--- src/rtl/weight_rom_stream_ctrl.sv ---
// weight_rom_stream_ctrl
// Walks a pipelined, ce-gated weight ROM over addresses 0..DEPTH-1 for a
// requested number of passes. The ROM output is turned into a valid/ready
// stream through a small FIFO. Reads are only issued when the FIFO is
// guaranteed to have room for them, so back-pressure never drops a word.
module weight_rom_stream_ctrl #(
    parameter int DATA_WIDTH  = 128,
    parameter int DEPTH       = 576,
    parameter int ADDR_WIDTH  = $clog2(DEPTH) + 1,
    parameter int ROM_LATENCY = 2,
    parameter int PASS_WIDTH  = 16
) (
    input  logic                  clk,
    input  logic                  rst,
    input  logic                  start,
    input  logic [PASS_WIDTH-1:0] num_passes,
    input  logic                  abort,
    output logic                  busy,
    output logic                  done,
    output logic [ADDR_WIDTH-1:0] rom_addr,
    output logic                  rom_ce,
    input  logic [DATA_WIDTH-1:0] rom_q,
    output logic [DATA_WIDTH-1:0] data_out,
    output logic                  data_out_valid,
    input  logic                  data_out_ready
);

    localparam int FIFO_DEPTH = ROM_LATENCY + 2;
    localparam int CNT_W      = $clog2(FIFO_DEPTH + 1);
    localparam int OCC_W      = CNT_W + 1;
    localparam int PTR_W      = $clog2(FIFO_DEPTH);
    localparam logic [ADDR_WIDTH-1:0] LAST_ADDR = ADDR_WIDTH'(DEPTH - 1);

    typedef enum logic [1:0] {
        S_IDLE,
        S_RUN,
        S_DRAIN
    } state_t;

    state_t                  r_state;
    state_t                  w_stateNext;
    logic [ADDR_WIDTH-1:0]   r_addr;
    logic [PASS_WIDTH-1:0]   r_pass;
    logic [PASS_WIDTH-1:0]   r_numPasses;
    logic [ROM_LATENCY-1:0]  r_tags;
    logic [ROM_LATENCY-1:0]  w_tagsNext;
    logic [CNT_W-1:0]        r_count;
    logic [CNT_W-1:0]        w_countNext;
    logic [CNT_W-1:0]        w_inflight;
    logic [PTR_W-1:0]        r_wrPtr;
    logic [PTR_W-1:0]        r_rdPtr;
    logic [DATA_WIDTH-1:0]   r_mem [FIFO_DEPTH];
    logic                    r_done;
    logic                    w_doneNext;
    logic                    w_issue;
    logic                    w_lastIssue;
    logic                    w_push;
    logic                    w_pop;
    logic                    w_flush;
    logic                    w_launch;
    logic                    w_drained;

    assign busy           = (r_state != S_IDLE);
    assign rom_ce         = (r_state != S_IDLE);
    assign rom_addr       = r_addr;
    assign done           = r_done;
    assign data_out_valid = (r_count != '0);
    assign data_out       = (r_count != '0) ? r_mem[r_rdPtr] : '0;

    assign w_flush  = abort && (r_state != S_IDLE);
    assign w_launch = (r_state == S_IDLE) && start && (num_passes != '0);
    assign w_push   = r_tags[ROM_LATENCY-1];
    assign w_pop    = data_out_valid && data_out_ready;

    // Issue gate: reads in flight plus words already buffered must leave a free FIFO slot
    always_comb begin
        w_inflight = '0;
        for (int i = 0; i < ROM_LATENCY; i++) begin
            w_inflight = w_inflight + CNT_W'(r_tags[i]);
        end
        w_issue = (r_state == S_RUN) && !abort &&
                  (({1'b0, w_inflight} + {1'b0, r_count}) < OCC_W'(FIFO_DEPTH));
        w_lastIssue = w_issue && (r_addr == LAST_ADDR) &&
                      (r_pass == (r_numPasses - PASS_WIDTH'(1)));
        w_tagsNext    = r_tags << 1;
        w_tagsNext[0] = w_issue;
        w_countNext   = r_count + CNT_W'(w_push) - CNT_W'(w_pop);
        w_drained     = (w_tagsNext == '0) && (w_countNext == '0);
    end

    // Next-state and done-pulse decode; done is registered so it lands on IDLE entry
    always_comb begin
        w_stateNext = r_state;
        w_doneNext  = 1'b0;
        case (r_state)
            S_IDLE: begin
                if (start && (num_passes != '0)) begin
                    w_stateNext = S_RUN;
                end else if (start) begin
                    w_doneNext = 1'b1;
                end
            end
            S_RUN: begin
                if (abort) begin
                    w_stateNext = S_IDLE;
                end else if (w_lastIssue) begin
                    w_stateNext = S_DRAIN;
                end
            end
            S_DRAIN: begin
                if (abort) begin
                    w_stateNext = S_IDLE;
                end else if (w_drained) begin
                    w_stateNext = S_IDLE;
                    w_doneNext  = 1'b1;
                end
            end
            default: w_stateNext = S_IDLE;
        endcase
    end

    // State, address/pass counters and the in-flight tag shift register
    always_ff @(posedge clk or posedge rst) begin
        if (rst) begin
            r_state     <= S_IDLE;
            r_addr      <= '0;
            r_pass      <= '0;
            r_numPasses <= '0;
            r_tags      <= '0;
            r_done      <= 1'b0;
        end else begin
            r_state <= w_stateNext;
            r_done  <= w_doneNext;
            r_tags  <= w_flush ? '0 : w_tagsNext;
            if (w_launch) begin
                r_addr      <= '0;
                r_pass      <= '0;
                r_numPasses <= num_passes;
            end else if (w_flush) begin
                r_addr <= '0;
                r_pass <= '0;
            end else if (w_issue) begin
                if (r_addr == LAST_ADDR) begin
                    r_addr <= '0;
                    r_pass <= r_pass + PASS_WIDTH'(1);
                end else begin
                    r_addr <= r_addr + ADDR_WIDTH'(1);
                end
            end
        end
    end

    // FIFO occupancy and pointers; an abort empties it in one cycle
    always_ff @(posedge clk or posedge rst) begin
        if (rst) begin
            r_count <= '0;
            r_wrPtr <= '0;
            r_rdPtr <= '0;
        end else if (w_flush) begin
            r_count <= '0;
            r_wrPtr <= '0;
            r_rdPtr <= '0;
        end else begin
            assert (!(w_push && !w_pop && (r_count == CNT_W'(FIFO_DEPTH))));
            r_count <= w_countNext;
            if (w_push) begin
                r_wrPtr <= (r_wrPtr == PTR_W'(FIFO_DEPTH - 1)) ? '0 : r_wrPtr + PTR_W'(1);
            end
            if (w_pop) begin
                r_rdPtr <= (r_rdPtr == PTR_W'(FIFO_DEPTH - 1)) ? '0 : r_rdPtr + PTR_W'(1);
            end
        end
    end

    // FIFO storage captures the ROM word whose tag leaves the shift register
    always_ff @(posedge clk) begin
        if (w_push) begin
            r_mem[r_wrPtr] <= rom_q;
        end
    end

endmodule
--- config.mk ---
export PLATFORM = sky130hd
export DESIGN_NAME = weight_rom_stream_ctrl
export DESIGN_NICKNAME = d
export VERILOG_FILES = /design/src/rtl/weight_rom_stream_ctrl.sv
export SDC_FILE = /design/constraint.sdc
export NUM_CORES = 1
export LEC_CHECK = 0
export CORE_ASPECT_RATIO = 0.9
export CORE_MARGIN = 8
export CORE_UTILIZATION = 57
export DETAILED_ROUTE_END_ITERATION = 7
export DONT_BUFFER_PORTS = 1
export PLACE_DENSITY = 0.85
export SYNTH_ARGS = -nofsm -noshare
export SYNTH_HDL_FRONTEND = slang
export SYNTH_SLANG_ARGS = --single-unit
--- constraint.sdc ---
create_clock -name clk -period 3.9 [get_ports clk]
set_input_delay 0.975 -clock clk [delete_from_list [all_inputs] [get_ports clk]]
set_output_delay 0.975 -clock clk [all_outputs]
set_load 0.02 [all_outputs]
# After elaboration in Yosys (flattened, before gate mapping)
# Memories as Yosys holds them, arrays and structs flattened.
# Cells that the tools add are included.
dict set report word_totals {
  register_bits 55
  latchBits 0
  mem_bits_rw 512
  romBits 0
  input_bits 149
  out_inout_bits 143
  mem_count 1
}
dict set report classes {
  add_sub_neg 9
  mul 0
  div_mod_pow 0
  magnitude_cmp 1
  n_eq_ne 9
  shifts 0
  muxes 30
  bitwise_logic 0
  n_reduce_logical 23
}
# name depth width rd rd_clocked_by_memory_dff write_ports line
set mem_list {}
lappend mem_list {r_mem 4 128 1 0 1 52} ;# logic [DATA_WIDTH-1:0] r_mem [FIFO_DEPTH];
# op count
set op_table {}
lappend op_table {{$mux W128} 1}
lappend op_table {{$mux W16} 4}
lappend op_table {{$mux W11} 4}
lappend op_table {{$mux W2} 12}
lappend op_table {{$add A16 B1 Y16 const B} 1}
lappend op_table {{$eq A16 B16 Y1} 1}
lappend op_table {{$reduce_bool A16 Y1} 1}
lappend op_table {{$sub A16 B1 Y16 const B} 1}
lappend op_table {{$add A11 B1 Y11 const B} 1}
lappend op_table {{$eq A11 B10 Y1 const B} 1}
lappend op_table {{$logic_and A1 B1 Y1} 10}
lappend op_table {{$reduce_bool A3 Y1} 3}
lappend op_table {{$eq A2 B2 Y1 const B} 3}
lappend op_table {{$mux W1} 6}
lappend op_table {{$ne A3 B3 Y1 const B} 2}
lappend op_table {{$pmux W2 S3} 1}
lappend op_table {{$reduce_bool A2 Y1} 3}
lappend op_table {{$add A2 B1 Y2 const B} 2}
lappend op_table {{$add A2 B3 Y4} 1}
lappend op_table {{$logic_not A2 Y1} 2}
lappend op_table {{$lt A4 B3 Y1 const B} 1}
lappend op_table {{$add A3 B1 Y3} 1}
lappend op_table {{$logic_not A3 Y1} 1}
lappend op_table {{$mux W3} 1}
lappend op_table {{other kinds (8)} 8}

# Longest topological paths before layout
# Gate-level depths: netlist (run 1).
dict set report logic_depth {
  ltp_word 9
  mapped_depth 12
  depth_no_buf 12
}

# Least setup slack after synthesis (run 1)
# OpenSTA, ideal clock, no wires.
dict set report synth_timing {
  path_kind {reg-to-reg}
  start {reg r_wrPtr[0]}
  end {mem r_mem[0][0], enable pin}
  setup_ns 0.502
  arrival_ns 3.560
  required_time_ns 3.398
  path_slack_ns -0.161
  path_stages_with_launch 4
  period_less_slack_ns 4.061
  cell_sequence {dfrtp_1 > inv_1 > ha_1 > and2_1}
}
# item line
set synth_lines {}
lappend synth_lines {{from (decl)} 50} ;# logic [PTR_W-1:0] r_wrPtr;
lappend synth_lines {{from (signal assigned)} 167} ;# r_wrPtr <= (r_wrPtr == PTR_W'(FIFO_DEPTH - 1)) ? '0 : r_wrPtr + PTR_W'(1);
lappend synth_lines {{to (decl)} 52}
# No word-level cell before the write port.

# Final worst setup path (run 1)
dict set report layout_timing {
  start {reg r_count[1]}
  end {out data_out[63]}
}
dict set report layout_via {
  elab_chain_len 2
}
# item line
set layout_rtl {}
lappend layout_rtl {{from (decl)} 47} ;# logic [CNT_W-1:0] r_count;
lappend layout_rtl {{from (signal assigned)} 165} ;# r_count <= w_countNext;
lappend layout_rtl {{$reduce_bool A3 Y1} --}
lappend layout_rtl {{net data_out_valid} 24} ;# output logic data_out_valid,
lappend layout_rtl {{$mux W128} 68} ;# assign data_out = (r_count != '0) ? r_mem[r_rdPtr] : '0;
lappend layout_rtl {{to (decl)} 23} ;# output logic [DATA_WIDTH-1:0] data_out,
# The timed path passes the listed nets, and every way through them passes these cells.

==> results of run 1 <==
[layout by cell type, fill, tap and decap left out, types with 9 or more instances in the layout]
| cell | instances |
|---|---|
| clkbuf_16 | 54 |
| buf_4 | 14 |
| and2_1 | 133 |
| nor2_1 | 39 |
| ha_1 | 12 |
| mux4_2 | 128 |
| xor2_1 | 24 |
| clkinv_1 | 14 |
| a21oi_1 | 9 |
| edfxtp_1 | 512 |
| nor3_1 | 9 |
| clkbuf_1 | 13 |
| mux2_2 | 16 |
| nand2_1 | 20 |
| inv_1 | 16 |
| nand4_1 | 13 |
| xnor2_1 | 14 |
| dfrtp_1 | 53 |
| nor4_1 | 13 |
[report_power, final]
group | total [mW] | switching (mW) | leakage (nW) | internal, mW
logic | 4.60 | 2.94 | 1.86 | 1.66
clock network | 4.97 | 2.15 | 0.816 | 2.82
registers | 7.25 | 0.188 | 5.34 | 7.06
total | 16.8 | 5.29 | 8.01 | 11.5
[what timing repair did]
action | 4_1_cts | 5_1_grt
endpoints found under the setup margin | 0 | 3
setup buffers | 0 | 0
gates resized for setup | 0 | 1
[state kept, by name, indices dropped and copies added (netlist names)]
signal,count
r_tags,2
r_mem,512
r_state,2
r_rdPtr,2
r_count,3
r_pass,16
rom_addr,11
r_numPasses,16
done,1
r_wrPtr,2
[layout make-up]
| class | count | area [µm²] | area share [%] |
|---|---|---|---|
| sequential | 567 | 16800 | 67.2 |
| multi-input combinational | 511 | 5480 | 22.0 |
| clock buffer | 67 | 1400 | 5.62 |
| tap | 532 | 666 | 2.67 |
| clock inverter | 30 | 279 | 1.12 |
| timing repair buffer | 23 | 277 | 1.11 |
| inverter | 17 | 63.8 | 0.256 |
[critical path, stage by stage, from the launching register on]
cell	delay, ns
dfrtp_1	0.43
or3_4	0.16
buf_4	0.50
buf_6	0.43
and2_1	0.35
[path summary, 6_finish.rpt]
path / slack [ns] / endpoint / cells after the start
max: 0.40 / data_out[63] / 4
min: 0.39 / r_pass[8]$_DFFE_PP0P_ / 1
max reg2reg: 0.90 / r_state[1]$_DFFE_PP0P_ / 12
min reg2reg: 0.53 / r_pass[8]$_DFFE_PP0P_ / 1
max in group asynchronous: 2.75 / r_count[1]$_DFF_PP0_ / 2
min in group clk: 0.45 / r_mem[0][84]$_DFFE_PP_ / 0
[layer usage]
layer	routed length [µm]	track usage, %	share of wire [%]
met5	0	0	0
met4	1380	7.24	2.9
met3	4720	6.84	10
met2	23100	33.1	49
met1	17700	24.9	38
[kinds of logic after synthesis]
logic type / Yosys count
compound gates: 43
xor+xnor: 38
fa+ha+maj: 13
buf+inv: 70
flops: 567
mux: 146
simple gates: 271
==> qor.yml, run 1 <==
finish:
  final_cell_count_no_fill: 1747
  syn_to_final_growth_pct: 10.9
  drive_above_1_share_pct: 20.9
  nFillCells: 2579
  utilization_pct: 63.6
  fin_nets: 1336
  final_cell_area_um2: 24900
  n_antenna_cell: 0
worst_setup_path:
  arrival_ns: 2.53
  r2r_start: "r_count[1]$_DFF_PP0_"
  endpoint_kind: "primary output"
  path_class: "reg2out"
  critPathLaunchType: "register"
  crit_start: "r_count[1]$_DFF_PP0_"
  worst-path-max-fanout: 70
  cp.required_ns: 2.92
logic_synthesis:
  synth_fa_ha_area_share_pct: 0.757
  yosysTopAreaCell: "edfxtp_1"
  synth_nets: 1310
  ys_ff_latch: 567
  syn_inst: 1148
  synth-simple-area-share_pct: 7.05
  postSynthAreaPerCell_um2: 19.6
  synthXorXnorAreaFrac_pct: 1.48
  seq_area_frac_synth_pct: 74.5
  synth_top_cells_by_area: "edfxtp_1 68%, mux4_2 13%, dfrtp_1 6.1%"
  yosys_warnings: 0
  synth_top_family_by_area: "multiplexers"
  synth_cell_types: 55
  synth_top_area_share_pct: 68.4
  syn_area_um2: 22500
  synth_edf_count: 512
  yosysMostFrequentCell: "edfxtp_1"
  ys.flop_type: "edfxtp_1"
  synth-compound-area-share_pct: 1.32
  async_flop_share_pct: 9.70
  ys_top_cells_by_count: "512 x edfxtp_1, 137 x and2_1, 128 x mux4_2"
  synth_mux_area_share_pct: 13.7
floorplanning:
  pin_count: 292
  core-area_um2: 39200
  die-area_um2: 46100
  start_util_pct: 57.4
  fp-row-count: 69
  fp.dieW_um: 225
  die_y_um: 204
clock_network:
  cts_root_buf: "clkbuf_16"
  cts_buffers: 54
  cts_tree: "done"
  cts_hold_buf: 0
  path_clk_slew_ns: 0.06
  cts_sinks: 567
  clockBufferDepth: 3
  h-tree-depth: 2
  clock_latency_ns: 0.61
placement:
  postPlaceCellArea_um2: 23200
  preCtsSetupSlack_ns: 0.754
  dp_hpwl_um: 29300
  io_buffer_count: 0
  numPlacedInstances: 1650
  gp_congestion: 0.854
grt:
  antenna_found_initial: 0
  grt_pass1_wl_um: 69700
  grt_max_degree: 85
  grt_pass1_vias: 11244
  grt_usage_pct: 20.2
  gr-total-overflow: 0
timing:
  holdWs_ns: 0.388
  fin_tns_setup_ns: 0
  finalCriticalPeriod_ns: 3.50
  rsz0062_at_grt: "false"
  skew_ns: 0.0327
  finalHoldViolations: 0
  maxSlewHeadroom_pct: 50.5
  drv_slew: 0
  setup_violations: 0
  setup_ws_ns: 0.397
  finalCritPeriodShare_pct: 89.8
  worstMarginPinSlew_ns: 0.740
  max_freq_mhz: 285
routing:
  drt_iter0_drc: 777
  drt_pre_antenna_iters: 5
  ant_nets: 0
  vias_per_cell: 6.14
  routedWlPerCell_um: 26.9
  via_count: 10724
  drt-total-wl_um: 47000
  drc: 0
run_status:
  outcome: "finished clean"
hold_path:
  hold_path.class: "in2async"
power_and_ir_drop:
  peakVddDrop_uv: 387
  pwr_density_cell_nw_per_um2: 675
  power_leakage_nw: 8.01
  total_power_mw: 16.8
run:
  max-cap-violations: 0
No activity file was read; power rests on OpenSTA's default activity.
==> inputs of run 2 (changes only) <==
--- a/config.mk
+++ b/config.mk
@@ -6,10 +6,11 @@
 export NUM_CORES = 1
 export LEC_CHECK = 0
 export CORE_ASPECT_RATIO = 0.9
-export CORE_MARGIN = 8
+export CORE_MARGIN = 2
 export CORE_UTILIZATION = 57
 export DETAILED_ROUTE_END_ITERATION = 7
 export DONT_BUFFER_PORTS = 1
+export GPL_ROUTABILITY_DRIVEN = 1
 export PLACE_DENSITY = 0.85
 export SYNTH_ARGS = -nofsm -noshare
 export SYNTH_HDL_FRONTEND = slang
==> run 2 against run 1 <==
Compared with the run above:
- worst hold slack worse by 0.010 ns
- sequential share of layout area hardly changed
- sequential power is 0.6% higher
- combinational power hardly changed
- count of clock-buffer cells in the layout stayed put
- core utilization hardly changed
- critical endpoint is now data_out[103]
- largest power group unchanged
==> qor.yml, run 2 (synthesized netlist as in run 1, its figures left out) <==
routing:
  via_count: 10716  # -0.075%
  routedWlPerCell_um: 26.8  # -0.23%
  drt-total-wl_um: 46900  # -0.18%
  ant_nets: 0  # unchanged
  drt_pre_antenna_iters: 5  # unchanged
  drc: 0  # unchanged
  vias_per_cell: 6.13  # -0.13%
  drt_iter0_drc: 1035  # +33%
clock_network:
  h-tree-depth: 2  # unchanged
  cts_sinks: 567  # unchanged
  cts_buffers: 52  # -3.7%
  path_clk_slew_ns: 0.06  # about the same
  cts_hold_buf: 0  # unchanged
  clock_latency_ns: 0.59  # -0.02 ns
  cts_tree: "done"
  cts_root_buf: "clkbuf_16"
  cts_setup_buffers: 0  # unchanged
  cts.repair.resized: 0  # unchanged
  clockBufferDepth: 3  # unchanged
timing:
  finalCritPeriodShare_pct: 89.5  # -0.36 points
  drv_slew: 0  # unchanged
  setup_violations: 0  # unchanged
  maxSlewHeadroom_pct: 39.5  # -11 points
  finalCriticalPeriod_ns: 3.49  # -0.0141 ns
  holdWs_ns: 0.377  # -0.0102 ns
  max_freq_mhz: 287  # +0.40%
  worstMarginPinSlew_ns: 0.908  # +0.169 ns
  finalHoldViolations: 0  # unchanged
  fin_tns_setup_ns: 0  # unchanged
  rsz0062_at_grt: "false"
  skew_ns: 0.0166  # -0.0161 ns
grt:
  grt_pass1_vias: 11032  # -1.9%
  grt_pass1_wl_um: 68500  # -1.6%
  grt_usage_pct: 22.8  # +2.6 points
  gr-total-overflow: 0  # unchanged
  antenna_found_initial: 1  # +1
  grt_max_degree: 130  # +53%
worst_setup_path:
  critPathMaxStageDelay_ns: 0.67  # +0.17 ns
  critPathLaunchType: "register"
  worst-path-buf-inv: 1  # -1
  worstPathCellList: "buf_4 -> mux4_2 -> and2_1"
  slowest_stage: "dfrtp_4"
  worst-path-max-fanout: 17  # -76%
  path_class: "reg2out"
  cp.required_ns: 2.92  # about the same
  endpoint_kind: "primary output"
  arrival_ns: 2.51  # -0.02 ns
  crit_family: "flip-flops"
floorplanning:
  fp-row-count: 69  # unchanged
  fp.dieW_um: 213  # -5.3%
  core-area_um2: 39200  # unchanged
  pin_count: 292  # unchanged
  die-area_um2: 41100  # -11%
  start_util_pct: 57.4  # unchanged
  die_y_um: 192  # -5.9%
finish:
  regArea_um2: 16800  # unchanged
  largest_reg_flops: 512  # unchanged
  final_cell_mix: "512 x edfxtp_1, 133 x and2_1, 128 x mux4_2, 53 x dfrtp_1, 52 x clkbuf_16"
  utilization_pct: 63.6  # about the same
  syn_to_final_growth_pct: 10.8  # about the same
  multi_input_comb_area_um2: 5480  # unchanged
  nFillCells: 2525  # -2.1%
  n_antenna_cell: 0  # unchanged
  fin_nets: 1336  # unchanged
  layout_commonest_cell: "edfxtp_1"
  top_regs: "r_mem: 512 flops, r_numPasses: 16 flops, r_pass: 16 flops"
  regMostFlops: "r_mem"
  drive_above_1_share_pct: 21.2  # +0.31 points
power_and_ir_drop:
  power_leakage_nw: 8.02  # about the same
  peakVddDrop_uv: 474  # +22%
  pwr_density_cell_nw_per_um2: 675  # about the same
placement:
  dp_hpwl_um: 28000  # -4.5%
  io_buffer_count: 0  # unchanged
  gp_congestion: 0.859  # +0.66%
run_status:
  outcome: "finished clean"
run:
  max-cap-violations: 0  # unchanged
hold_path:
  hold_path.class: "in2async"
[run 2: final timing paths]
kind                            slack [ns]                     endpoint                         from  cells past startpoint
worst max-delay path                  0.41                data_out[103]       r_rdPtr[0]$_DFFE_PP0P_                      3
worst min-delay path                  0.38      rom_addr[8]$_DFFE_PP0P_                          rst                      1
worst max register to register        0.74       r_state[1]$_DFFE_PP0P_         r_count[1]$_DFF_PP0_                     12
worst min register to register        0.53  r_numPasses[15]$_DFFE_PP0P_  r_numPasses[15]$_DFFE_PP0P_                      1
max in group asynchronous             2.74  r_numPasses[10]$_DFFE_PP0P_                          rst                      2
min in group clk                      0.48       r_mem[0][40]$_DFFE_PP_                    rom_q[40]                      0
[run 2: final cells by class]
type / instances / area share, %
Clock inverter: 29 / 1.10
Tap cell: 532 / 2.67
Timing Repair Buffer: 25 / 1.20
Clock buffer: 67 / 5.53
Inverter: 17 / 0.256
Sequential cell: 567 / 67.2
Multi-Input combinational cell: 511 / 22.0
[run 2: layer usage]
| layer | GRT usage (%) | vias to the layer above | share of wire (%) |
|---|---|---|---|
| li1 | - | 4622 | - |
| met1 | 27.1 | 5551 | 35 |
| met2 | 38.8 | 462 | 52 |
| met3 | 8.67 | 79 | 10 |
| met4 | 6.65 | 2 | 2.4 |
| met5 | 0 | - | 0.028 |
[run 2: power breakdown]
part / internal, mW / total (mW) / leakage, nW / switching, mW
clock: 2.82 / 4.95 / 0.809 / 2.12
combinational: 1.68 / 4.59 / 1.87 / 2.91
sequential: 7.06 / 7.29 / 5.34 / 0.236
[run 2: metrics by stage]
stage / instances / setup WS, ns / total power, mW / instance area, µm²
after floorplan: 1148 / 0.866 / 11.0 / 22500
after global placement: 1652 / 0.843 / 11.9 / 23300
after detailed placement: 1652 / 0.657 / 12.0 / 23300
after CTS: 1748 / 0.336 / 17.0 / 24900
after global routing: 1748 / 0.279 / 17.5 / 24900
final: 1748 / 0.411 / 16.8 / 24900
==> inputs of run 3 (changes only) <==
--- a/config.mk
+++ b/config.mk
@@ -7,11 +7,13 @@
 export LEC_CHECK = 0
 export CORE_ASPECT_RATIO = 0.9
 export CORE_MARGIN = 2
-export CORE_UTILIZATION = 57
+export CORE_UTILIZATION = 32
 export DETAILED_ROUTE_END_ITERATION = 7
 export DONT_BUFFER_PORTS = 1
 export GPL_ROUTABILITY_DRIVEN = 1
-export PLACE_DENSITY = 0.85
+export HOLD_SLACK_MARGIN = 0.06
+export PLACE_DENSITY = 0.57
+export SLEW_MARGIN = 20
 export SYNTH_ARGS = -nofsm -noshare
 export SYNTH_HDL_FRONTEND = slang
 export SYNTH_SLANG_ARGS = --single-unit
==> run 3 against run 2 <==
Compared with the run above:
- critical path depth unchanged
- register-to-register slack better by 0.06 ns
- clock skew up 0.0077 ns
- sequential power up 0.8%
- setup slack worse by 0.12 ns
- final cell count up 25%
- core utilization down 26 points
- count of clock-buffer cells in the layout down 1
- sequential cell count unchanged
- die area up 76%
==> qor.yml, run 3 (synthesized netlist as in run 1, its figures left out) <==
run_status:
  outcome: "finished clean"
placement:
  numPlacedInstances: 2069  # +25%
  io_buffer_count: 0  # unchanged
  dp_hpwl_um: 29900  # +6.9%
  gp_congestion: 0.781  # -9.1%
clock_network:
  cts_tree: "done"
  cts_buffers: 58  # +12%
  cts.repair.resized: 0  # unchanged
  cts_root_buf: "clkbuf_16"
  clockBufferDepth: 3  # unchanged
  cts_setup_buffers: 0  # unchanged
  h-tree-depth: 2  # unchanged
  clock_latency_ns: 0.63  # +0.04 ns
  path_clk_slew_ns: 0.06  # about the same
  cts_hold_buf: 0  # unchanged
  cts_sinks: 567  # unchanged
floorplanning:
  fp.dieW_um: 283  # +33%
  start_util_pct: 32.2  # -25 points
  core-area_um2: 69800  # +78%
  pin_count: 292  # unchanged
  fp-row-count: 92  # +33%
  die-area_um2: 72400  # +76%
  die_y_um: 255  # +33%
timing:
  skew_ns: 0.0243  # +0.00774 ns
  finalCritPeriodShare_pct: 92.5  # +3.0 points
  drv_slew: 0  # unchanged
  worstMarginPinSlew_ns: 0.915  # +0.00634 ns
  setup_violations: 0  # unchanged
  max_freq_mhz: 277  # -3.3%
  finalHoldViolations: 0  # unchanged
  finalCriticalPeriod_ns: 3.61  # +0.118 ns
  rsz0062_at_grt: "false"
  maxSlewHeadroom_pct: 39.0  # -0.42 points
  fin_tns_setup_ns: 0  # unchanged
  holdWs_ns: 0.369  # -0.00855 ns
routing:
  drt_iter0_drc: 787  # -24%
  via_count: 10612  # -0.97%
  vias_per_cell: 4.87  # -21%
  drt-total-wl_um: 48300  # +3.0%
  ant_nets: 0  # unchanged
  drt_pre_antenna_iters: 5  # unchanged
  routedWlPerCell_um: 22.2  # -17%
  drc: 0  # unchanged
worst_setup_path:
  worst-path-buf-inv: 1  # unchanged
  critPathLaunchType: "register"
  arrival_ns: 2.63  # +0.12 ns
  cp.required_ns: 2.92  # about the same
  slowest_stage: "dfrtp_4"
  critPathMaxStageDelay_ns: 0.84  # +0.17 ns
  endpoint_kind: "primary output"
  crit_family: "flip-flops"
  r2r_start: "r_count[1]$_DFF_PP0_"
  path_class: "reg2out"
  worst-path-max-fanout: 23  # +6
  worstPathCellList: "buf_4 -> mux4_2 -> and2_1"
  crit_start: "r_rdPtr[0]$_DFFE_PP0P_"
finish:
  final_cell_mix: "512 x edfxtp_1, 133 x and2_1, 128 x mux4_2, 58 x clkbuf_16, 53 x dfrtp_1"
  fin_nets: 1351  # +1.1%
  largest_reg_flops: 512  # unchanged
  syn_to_final_growth_pct: 15.2
  regMostFlops: "r_mem"
  drive_above_1_share_pct: 23.0  # +1.8 points
  top_regs: "r_mem: 512 flops, r_numPasses: 16 flops, r_pass: 16 flops"
  final_cell_count_no_fill: 2179  # +25%
  utilization_pct: 37.1  # -26 points
  layout_commonest_cell: "edfxtp_1"
hold_path:
  hold_path.class: "in2async"
power_and_ir_drop:
  peakVddDrop_uv: 365  # -23%
  pwr_density_cell_nw_per_um2: 678  # +0.48%
  power_leakage_nw: 8.23  # +2.6%
grt:
  grt_usage_pct: 13.2  # -9.6 points
  grt_pass1_wl_um: 72300  # +5.5%
  grt_max_degree: 130  # unchanged
  grt_pass1_vias: 11272  # +2.2%
  gr-total-overflow: 0  # unchanged
  antenna_found_initial: 0  # -1
run:
  max-cap-violations: 0  # unchanged
run 3: cell types whose count changed in the layout (fill, tap and decap cells not counted), sizes merged, moves of 2 or more:
| cell | change |
|---|---|
| buf | +9 |
| bufinv | +2 |
| clkinv | +9 |
| clkinvlp | +2 |
run 3: layout make-up:
cell class	instances	area (µm²)
Antenna cell	1	2.50
Fill cell	6416	43900
Multi-Input combinational cell	511	5480
Tap cell	940	1180
Sequential cell	567	16800
Inverter	17	63.8
Timing Repair Buffer	34	455
Clock buffer	66	1490
Clock inverter	43	465
run 3: final timing paths:
path | end | slack, ns | depth (start not counted)
setup / recovery | data_out[7] | 0.29 | 3
hold / removal | rom_addr[8]$_DFFE_PP0P_ | 0.37 | 1
setup reg to reg | r_state[1]$_DFFE_PP0P_ | 0.80 | 12
hold reg to reg | done$_DFF_PP0_ | 0.53 | 1
max in group asynchronous | r_rdPtr[0]$_DFFE_PP0P_ | 2.72 | 2
min in group clk | r_mem[2][49]$_DFFE_PP_ | 0.43 | 0
run 3: through the flow:
stage                     area [µm²]  worst slack (ns)  total power [mW]
after floorplan                22500             0.866              11.0
after global placement         23900             0.794              12.2
after detailed placement       23900             0.725              12.2
after CTS                      25900             0.161              17.9
after global routing           25900             0.135              18.4
final                          25900             0.293              17.6
run 3: worst reg2reg max path, delay by kind of cell (launching register included):
kind	cells	cell delay, ns
buffers and inverters	3	0.18
adders and majority gates	3	0.80
DFF	1	0.44
xor gates and xnor gates	1	0.18
and+or+nand+nor	5	1.39
run 3: routing by layer:
layer / global-route usage, % / vias to the layer above / part of all wire, %
li1: - / 4660 / -
met1: 17.3 / 5590 / 43
met2: 20.9 / 287 / 47
met3: 4.22 / 75 / 7.6
met4: 4.00 / 0 / 2.4
met5: 0 / - / 0
run 3: power breakdown:
| group | switching [mW] | internal [mW] | leakage (nW) | total, mW |
|---|---|---|---|---|
| combinational | 2.86 | 1.76 | 1.94 | 4.62 |
| clock | 2.37 | 3.23 | 0.952 | 5.61 |
| sequential | 0.290 | 7.06 | 5.34 | 7.35 |
